$ cat src/rtl/decode_stage_ctrl.sv
// Registered RV32I/M decode stage with valid/ready on both sides, MUL/DIV stall and HALT ownership.
// Optional M-extension decode and the MD_WAIT stall counter are built only when RV32M_EN is defined.
module decode_stage_ctrl #(
  parameter int unsigned MUL_LATENCY  = 2,
  parameter int unsigned DIV_LATENCY  = 32,
  parameter logic [6:0]  HALT_OPCODE  = 7'h7F,
  parameter bit          RESET_HALTED = 1'b0
) (
  input  logic        Clk,
  input  logic        Rst_N,
  input  logic        Instr_Valid,
  input  logic [31:0] Instruction,
  output logic        Instr_Ready,
  output logic        Ex_Valid,
  input  logic        Ex_Ready,
  output logic [3:0]  ALU_Opcode,
  output logic [2:0]  MUL_Opcode,
  output logic        Reg_Wr_En,
  output logic        ALU_Input_A_Sel,
  output logic        ALU_Input_B_Sel,
  output logic [1:0]  Reg_WB_Sel,
  output logic [1:0]  Imm_Gen_Sel,
  output logic [2:0]  Lw_Sw_OP,
  output logic        Store_Word_En,
  output logic        Read_Ctrl,
  output logic        Is_Branch,
  output logic [2:0]  Branch_Funct3,
  output logic        Is_Jump,
  output logic        Illegal_Instr,
  input  logic        Resume,
  output logic        Halted,
  output logic        Clk_Enable
);

  localparam logic [6:0] OP_LUI    = 7'b0110111;
  localparam logic [6:0] OP_AUIPC  = 7'b0010111;
  localparam logic [6:0] OP_JAL    = 7'b1101111;
  localparam logic [6:0] OP_JALR   = 7'b1100111;
  localparam logic [6:0] OP_BRANCH = 7'b1100011;
  localparam logic [6:0] OP_LOAD   = 7'b0000011;
  localparam logic [6:0] OP_STORE  = 7'b0100011;
  localparam logic [6:0] OP_IMM    = 7'b0010011;
  localparam logic [6:0] OP_REG    = 7'b0110011;

  typedef enum logic [3:0] {
    ALU_ADD = 4'd0, ALU_SUB = 4'd1, ALU_SLL = 4'd2, ALU_SLT = 4'd3,
    ALU_SLTU = 4'd4, ALU_XOR = 4'd5, ALU_SRL = 4'd6, ALU_SRA = 4'd7,
    ALU_OR = 4'd8, ALU_AND = 4'd9, ALU_M = 4'd10
  } alu_t;

`ifdef RV32M_EN
  typedef enum logic [1:0] {RUN = 2'd0, MD_WAIT = 2'd1, HALT = 2'd2} state_t;
`else
  typedef enum logic [1:0] {RUN = 2'd0, HALT = 2'd2} state_t;
`endif

  typedef struct packed {
    alu_t       alu_op;
    logic [2:0] mul_op;
    logic       reg_wr;
    logic       a_sel;
    logic       b_sel;
    logic [1:0] wb_sel;
    logic [1:0] imm_sel;
    logic [2:0] ls_op;
    logic       st_en;
    logic       rd_en;
    logic       is_br;
    logic [2:0] br_f3;
    logic       is_jmp;
  } ctrl_t;

  state_t     state;
  ctrl_t      ex_q;
  ctrl_t      dec;
  logic       ex_valid_q;
  logic       illegal_q;
  logic       halted_q;
  logic       clk_en_q;
  logic       dec_illegal;
  logic       dec_halt;
  logic       dec_mop;
  logic       accept;
  logic [6:0] opcode;
  logic [2:0] funct3;
  logic       unused_instr_bits;

  assign opcode = Instruction[6:0];
  assign funct3 = Instruction[14:12];
  assign unused_instr_bits = ^{Instruction[31], Instruction[29:26], Instruction[24:15], Instruction[11:7]};

  assign Instr_Ready = (state == RUN) && (!ex_valid_q || Ex_Ready);
  assign accept      = Instr_Valid && Instr_Ready;

  function automatic alu_t alu_from_f3(input logic [2:0] f3, input logic alt);
    case (f3)
      3'd0:    alu_from_f3 = alt ? ALU_SUB : ALU_ADD;
      3'd1:    alu_from_f3 = ALU_SLL;
      3'd2:    alu_from_f3 = ALU_SLT;
      3'd3:    alu_from_f3 = ALU_SLTU;
      3'd4:    alu_from_f3 = ALU_XOR;
      3'd5:    alu_from_f3 = alt ? ALU_SRA : ALU_SRL;
      3'd6:    alu_from_f3 = ALU_OR;
      default: alu_from_f3 = ALU_AND;
    endcase
  endfunction

  always_comb begin
    dec         = '0;
    dec_illegal = 1'b0;
    dec_halt    = 1'b0;
    dec_mop     = 1'b0;
    if (opcode == HALT_OPCODE) begin
      dec_halt = 1'b1;
    end else begin
      case (opcode)
        OP_LUI: begin
          dec.reg_wr = 1'b1; dec.b_sel = 1'b1; dec.wb_sel = 2'b01; dec.imm_sel = 2'b11;
        end
        OP_AUIPC: begin
          dec.reg_wr = 1'b1; dec.a_sel = 1'b1; dec.b_sel = 1'b1;
          dec.wb_sel = 2'b01; dec.imm_sel = 2'b11;
        end
        OP_JAL: begin
          dec.reg_wr = 1'b1; dec.a_sel = 1'b1; dec.b_sel = 1'b1;
          dec.wb_sel = 2'b10; dec.imm_sel = 2'b11; dec.is_jmp = 1'b1;
        end
        OP_JALR: begin
          dec.reg_wr = 1'b1; dec.b_sel = 1'b1; dec.wb_sel = 2'b10; dec.is_jmp = 1'b1;
        end
        OP_BRANCH: begin
          dec.a_sel = 1'b1; dec.b_sel = 1'b1; dec.imm_sel = 2'b10;
          dec.is_br = 1'b1; dec.br_f3 = funct3;
        end
        OP_LOAD: begin
          dec.reg_wr = 1'b1; dec.b_sel = 1'b1; dec.rd_en = 1'b1;
          case (funct3)
            3'd0:    dec.ls_op = 3'd0;
            3'd1:    dec.ls_op = 3'd1;
            3'd2:    dec.ls_op = 3'd2;
            3'd4:    dec.ls_op = 3'd3;
            3'd5:    dec.ls_op = 3'd4;
            default: dec_illegal = 1'b1;
          endcase
        end
        OP_STORE: begin
          dec.b_sel = 1'b1; dec.imm_sel = 2'b01; dec.st_en = 1'b1;
          dec.ls_op = 3'd5 + funct3;
          if (funct3 > 3'd2) dec_illegal = 1'b1;
        end
        OP_IMM: begin
          dec.reg_wr = 1'b1; dec.b_sel = 1'b1; dec.wb_sel = 2'b01;
          // bit 30 only selects SRAI; for ADDI it is part of the immediate
          dec.alu_op = alu_from_f3(funct3, (funct3 == 3'd5) && Instruction[30]);
        end
        OP_REG: begin
          dec.reg_wr = 1'b1; dec.wb_sel = 2'b01;
          if (Instruction[25]) begin
`ifdef RV32M_EN
            dec.alu_op = ALU_M;
            dec.mul_op = funct3;
            dec_mop    = 1'b1;
`else
            dec_illegal = 1'b1;
`endif
          end else begin
            dec.alu_op = alu_from_f3(funct3, Instruction[30]);
          end
        end
        default: dec_illegal = 1'b1;
      endcase
    end
  end

`ifdef RV32M_EN
  localparam int unsigned LAT_MAX = (MUL_LATENCY > DIV_LATENCY) ? MUL_LATENCY : DIV_LATENCY;
  localparam int unsigned CNT_W   = (LAT_MAX < 2) ? 1 : $clog2(LAT_MAX + 1);

  logic [CNT_W-1:0] md_cnt;
  logic [CNT_W-1:0] md_lat;

  assign md_lat = funct3[2] ? CNT_W'(DIV_LATENCY) : CNT_W'(MUL_LATENCY);
`endif

  always_ff @(posedge Clk or negedge Rst_N) begin
    if (!Rst_N) begin
      state      <= RESET_HALTED ? HALT : RUN;
      ex_q       <= '0;
      ex_valid_q <= 1'b0;
      illegal_q  <= 1'b0;
      halted_q   <= RESET_HALTED;
      clk_en_q   <= !RESET_HALTED;
`ifdef RV32M_EN
      md_cnt     <= '0;
`endif
    end else begin
      illegal_q <= 1'b0;
      if (accept) begin
        if (dec_illegal) begin
          illegal_q  <= 1'b1;
          ex_valid_q <= 1'b0;
        end else if (dec_halt) begin
          ex_valid_q <= 1'b0;
          state      <= HALT;
          halted_q   <= 1'b1;
          clk_en_q   <= 1'b0;
        end else begin
          ex_q       <= dec;
          ex_valid_q <= 1'b1;
`ifdef RV32M_EN
          if (dec_mop && (md_lat != '0)) begin
            state  <= MD_WAIT;
            md_cnt <= md_lat;
          end
`endif
        end
      end else if (Ex_Ready) begin
        ex_valid_q <= 1'b0;
      end

      case (state)
`ifdef RV32M_EN
        MD_WAIT: begin
          md_cnt <= md_cnt - CNT_W'(1);
          if (md_cnt == CNT_W'(1)) state <= RUN;
        end
`endif
        HALT: begin
          if (Resume) begin
            state    <= RUN;
            halted_q <= 1'b0;
            clk_en_q <= 1'b1;
          end
        end
        default: ;
      endcase
    end
  end

  assign Ex_Valid        = ex_valid_q;
  assign ALU_Opcode      = ex_q.alu_op;
  assign MUL_Opcode      = ex_q.mul_op;
  assign Reg_Wr_En       = ex_q.reg_wr;
  assign ALU_Input_A_Sel = ex_q.a_sel;
  assign ALU_Input_B_Sel = ex_q.b_sel;
  assign Reg_WB_Sel      = ex_q.wb_sel;
  assign Imm_Gen_Sel     = ex_q.imm_sel;
  assign Lw_Sw_OP        = ex_q.ls_op;
  assign Store_Word_En   = ex_q.st_en;
  assign Read_Ctrl       = ex_q.rd_en;
  assign Is_Branch       = ex_q.is_br;
  assign Branch_Funct3   = ex_q.br_f3;
  assign Is_Jump         = ex_q.is_jmp;
  assign Illegal_Instr   = illegal_q;
  assign Halted          = halted_q;
  assign Clk_Enable      = clk_en_q;

endmodule

$ cat config.mk
export PLATFORM = sky130hd
export DESIGN_NAME = decode_stage_ctrl
export DESIGN_NICKNAME = d
export VERILOG_FILES = /design/src/rtl/decode_stage_ctrl.sv
export SDC_FILE = /design/constraint.sdc
export NUM_CORES = 1
export LEC_CHECK = 0
export ABC_AREA = 1
export CORE_MARGIN = 4
export CORE_UTILIZATION = 32
export CTS_CLUSTER_SIZE = 14
export DETAILED_ROUTE_END_ITERATION = 7
export GPL_TIMING_DRIVEN = 0
export PLACE_DENSITY = 0.68
export SLEW_MARGIN = 10
export SYNTH_ARGS = -nofsm -noshare
export SYNTH_HDL_FRONTEND = slang
export SYNTH_SLANG_ARGS = --single-unit
$ cat constraint.sdc
create_clock -name Clk -period 1.56 [get_ports Clk]
set_input_delay 0.312 -clock Clk [delete_from_list [all_inputs] [get_ports Clk]]
set_output_delay 0.312 -clock Clk [all_outputs]
set_load 0.05 [all_outputs]
==> metrics.yaml <==
sta:
  fin_setup_tns_ns: 0
  unrepaired_setup_endpoints_after_global_routing: "false"
  fmaxAchievable_ghz: 0.667
  timing.final.crit_share_pct: 96.1
  worst_setup_slack_final_ns: 0.0609
  final_slew_violations: 0
  finalHoldViolCount: 0
  relSlewSlack_pct: 62.6
  final.min_clock_period_ns: 1.50
  worst_clock_skew_ns: 0.00616
  setup_viol: 0
  slew_at_the_pin_closest_to_its_max_slew_limit_ns: 0.561
pwr:
  power.total_uw: 1730
  clockPowerShare_pct: 32.4
  power.density_nw_per_um2: 720
  power.switching_fraction_pct: 31.0
  internal-power_uw: 1190
  leakagePower_uw: 0.00141
  comb_power_share_pct: 25.8
  power.ir.vdd_worst_uv: 387
  power_switching_uw: 534
  seq_power_share_pct: 41.8
setup_path:
  critical_path.max_stage_delay_ns: 0.49
  crit_path_cell_trace: "clkdlybuf4s50_1 -> nor2_2 -> nor3_4 -> buf_6"
  critical_path_class: "primary input to primary output"
  worstPathMaxFanout: 2
  rr_startpoint: "state[0]$_DFF_PN0_"
  end_kind: "primary output"
  rr_endpoint: "Is_Jump$_DFFE_PN0P_"
  worstPathArrival_ns: 1.19
  critical_path_capture_point: "Instr_Ready"
  startpoint: "Ex_Ready"
  regToRegSetupSlack_ns: 0.19
  cp_slowest_cell: "clkdlybuf4s50_1"
  worst-r2r-cell-count: 6
  worstSetupStartpointType: "primary input"
  critPathRequiredTime_ns: 1.25
yosys:
  synth.lib_cells_used.distinct: 29
  syn-mean-instance-area_um2: 7.11
  yosys_register_bits: 26
  synth.yosys.warnings: 0
  synth_enable_flop_cells: 0
  synth_seq_area_share_pct: 39.5
  synth_top_cell_area_share_pct: 37.9
  synth_flop_cell: "dfrtp_1"
  synth_top_cells_by_area: "dfrtp_1 (38%), nand2_1 (18%), nand3_1 (6.7%)"
  postSynth.asyncResetShare_pct: 100
  synthMostInstantiatedCell: "nand2_1"
  synth_top_cells_by_count: "nand2_1 (77), dfrtp_1 (25), nand3_1 (22)"
  synthDominantAreaCellType: "dfrtp_1"
  syn-cell-area_um2: 1650
  synth_cells: 232
global_routing:
  grt_first_pass_wirelength_um: 7380
  gr-max-usage-layer: "met2"
  met1_usage_pct: 18.3
  grt_use_met3_pct: 4.18
  groute.layer.met2.usage_pct: 24.6
  grt_start_max_net_pins: 27
  grt_pass1_vias: 1671
  antenna_found_initial: 0
  globalRoute.totalOverflow: 0
  global_route.usage.total_pct: 14.6
cts:
  clockBufferDepth: 2
  number_of_clock_buffers_inserted_by_tritoncts: 3
  tritoncts: "yes"
  cts.root.buffer_cell: "clkbuf_8"
  clkTransAtPathRegs_ns: 0.09
  clock_tree.htree_level_count: 1
  insertion_delay_ns: 0.27
  clock-sinks: 26
drt:
  avgViaCountPerCell: 4.60
  detailroute.via_count: 1652
  detailedRoute.firstIterationViolations: 68
  post_drt_wl_per_cell_um: 11.8
  firstDrtPassIters: 4
  totalWireLength_um: 4250
  final_antenna_net_count: 0
  detail_route.drc_violations: 0
final_layout:
  share_of_final_layout_standard_cells_stronger_than_drive_strength_1_pct: 26.7
  finalInstanceArea_um2: 2400
  layout.filler_cells: 476
  area_growth_syn_to_layout_pct: 45.4
  diodes: 0
  design.final.nets: 335
  finish.cell_count_without_fillers: 359
floorplanning:
  design.die.area_um2: 6370
  core_box_area_um2: 4850
  placementRows: 25
  boundaryPins: 66
  die_h_um: 79.8
  die_w_um: 79.8
  start_util_pct: 34.0
placed_design:
  post_dp_cell_area_um2: 2190
  detailedPlace.worstSlack_ns: -0.675
  numPlacedInstances: 343
  place.gp.congestion: 0.860
  buffer_ports.inserted: 42
  post-dp-hpwl_um: 3220
outcome:
  status: "complete, no violations"
worst_hold_path:
  hold_class: "primary input to asynchronous set/reset pin"
flow_run:
  cap_viol_max_count: 0
==> cell usage in the layout (no fill, tap or decap), types with 5 or more instances in the layout <==
cell	n
inv_1	15
dfrtp_1	24
nand2_2	13
clkdlybuf4s50_1	5
buf_4	17
nor2_2	6
nand3_1	22
dlygate4sd2_1	30
inv_2	11
nand2_1	67
nor2_1	16
nand4_1	11
buf_6	5
o21ai_0	5
==> cell type report <==
| class | count | area [um2] | area share, % |
|---|---|---|---|
| Clock buffer | 3 | 41.3 | 1.72 |
| Timing Repair Buffer | 54 | 469 | 19.6 |
| Clock inverter | 1 | 30.0 | 1.25 |
| Inverter | 27 | 106 | 4.44 |
| Tap cell | 67 | 83.8 | 3.50 |
| Buffer | 11 | 83.8 | 3.50 |
| Multi-Input combinational cell | 170 | 930 | 38.8 |
| Sequential cell | 26 | 653 | 27.2 |
==> timing repair <==
action,4_1_cts,5_1_grt
hold buffers,0,0
setup buffers,7,4
pin swaps,9,4
gates resized for setup,72,10
endpoints found under the setup margin,51,23
hold endpoints to repair,0,0
cloned,1,0
==> sequential cells by signal, summed over array words and instances (netlist names), 2 cells and up <==
name and count:
Branch_Funct3 3, Imm_Gen_Sel 2, ALU_Opcode 4, Lw_Sw_OP 3, state 2
==> logic make-up (layout without fill, tap and decap cells) <==
| kind of cell | Yosys count | in the layout | synth area share (%) |
|---|---|---|---|
| AND/OR/NAND/NOR | 146 | 146 | 39.8 |
| adder cells (fa/ha/maj) | 5 | 5 | 3.79 |
| AO/OA/AOI/OAI | 15 | 15 | 5.24 |
| XOR/XNOR | 1 | 1 | 0.531 |
| flip-flops | 26 | 26 | 39.5 |
| other | 1 | 3 | 0.227 |
| buffers and inverters | 38 | 96 | 10.9 |
==> metrics by stage <==
stage | hold WS, ns | utilization, %
6_report | 0.0132 | 49.4
3_3_place_gp | 0.456 | 45.2
3_5_place_dp | 0.460 | 45.2
4_1_cts | 0.480 | 48.6
5_1_grt | 0.0528 | 49.4
2_1_floorplan | 0.0164 | -
==> critical path, delay by kind of cell <==
family	cells	cell delay, ns
buffers and inverters	2	0.67
AND/OR/NAND/NOR	2	0.20
==> power groups by stage <==
stage	sequential (uW)	combinational (uW)	clock (uW)
after floorplan	826	189	0
after global placement	736	431	0
after detailed placement	736	438	0
after CTS	722	436	581
after global routing	726	484	615
final	721	446	559
==> metal layers <==
layer	vias to the layer above	share of wire, %
met5	-	0
met4	0	1.8
met3	9	6.3
met2	44	48
met1	738	44
li1	861	-
==> how the worst min path moves through the flow <==
stage                                           start                     endpoint  slack, ns  cells after the start
after CTS                 ALU_Input_A_Sel$_DFFE_PN0P_  ALU_Input_A_Sel$_DFFE_PN0P_       0.48                      2
final                                           Rst_N      Lw_Sw_OP[0]$_DFFE_PN0P_       0.01                      1
after detailed placement      Lw_Sw_OP[0]$_DFFE_PN0P_      Lw_Sw_OP[0]$_DFFE_PN0P_       0.46                      2
after global routing                            Rst_N      Lw_Sw_OP[0]$_DFFE_PN0P_       0.05                      1
after global placement        Lw_Sw_OP[0]$_DFFE_PN0P_      Lw_Sw_OP[0]$_DFFE_PN0P_       0.46                      2
after floorplan                                 Rst_N  ALU_Input_A_Sel$_DFFE_PN0P_       0.02                      0
Note: power is estimated with default switching activity, not from simulation.
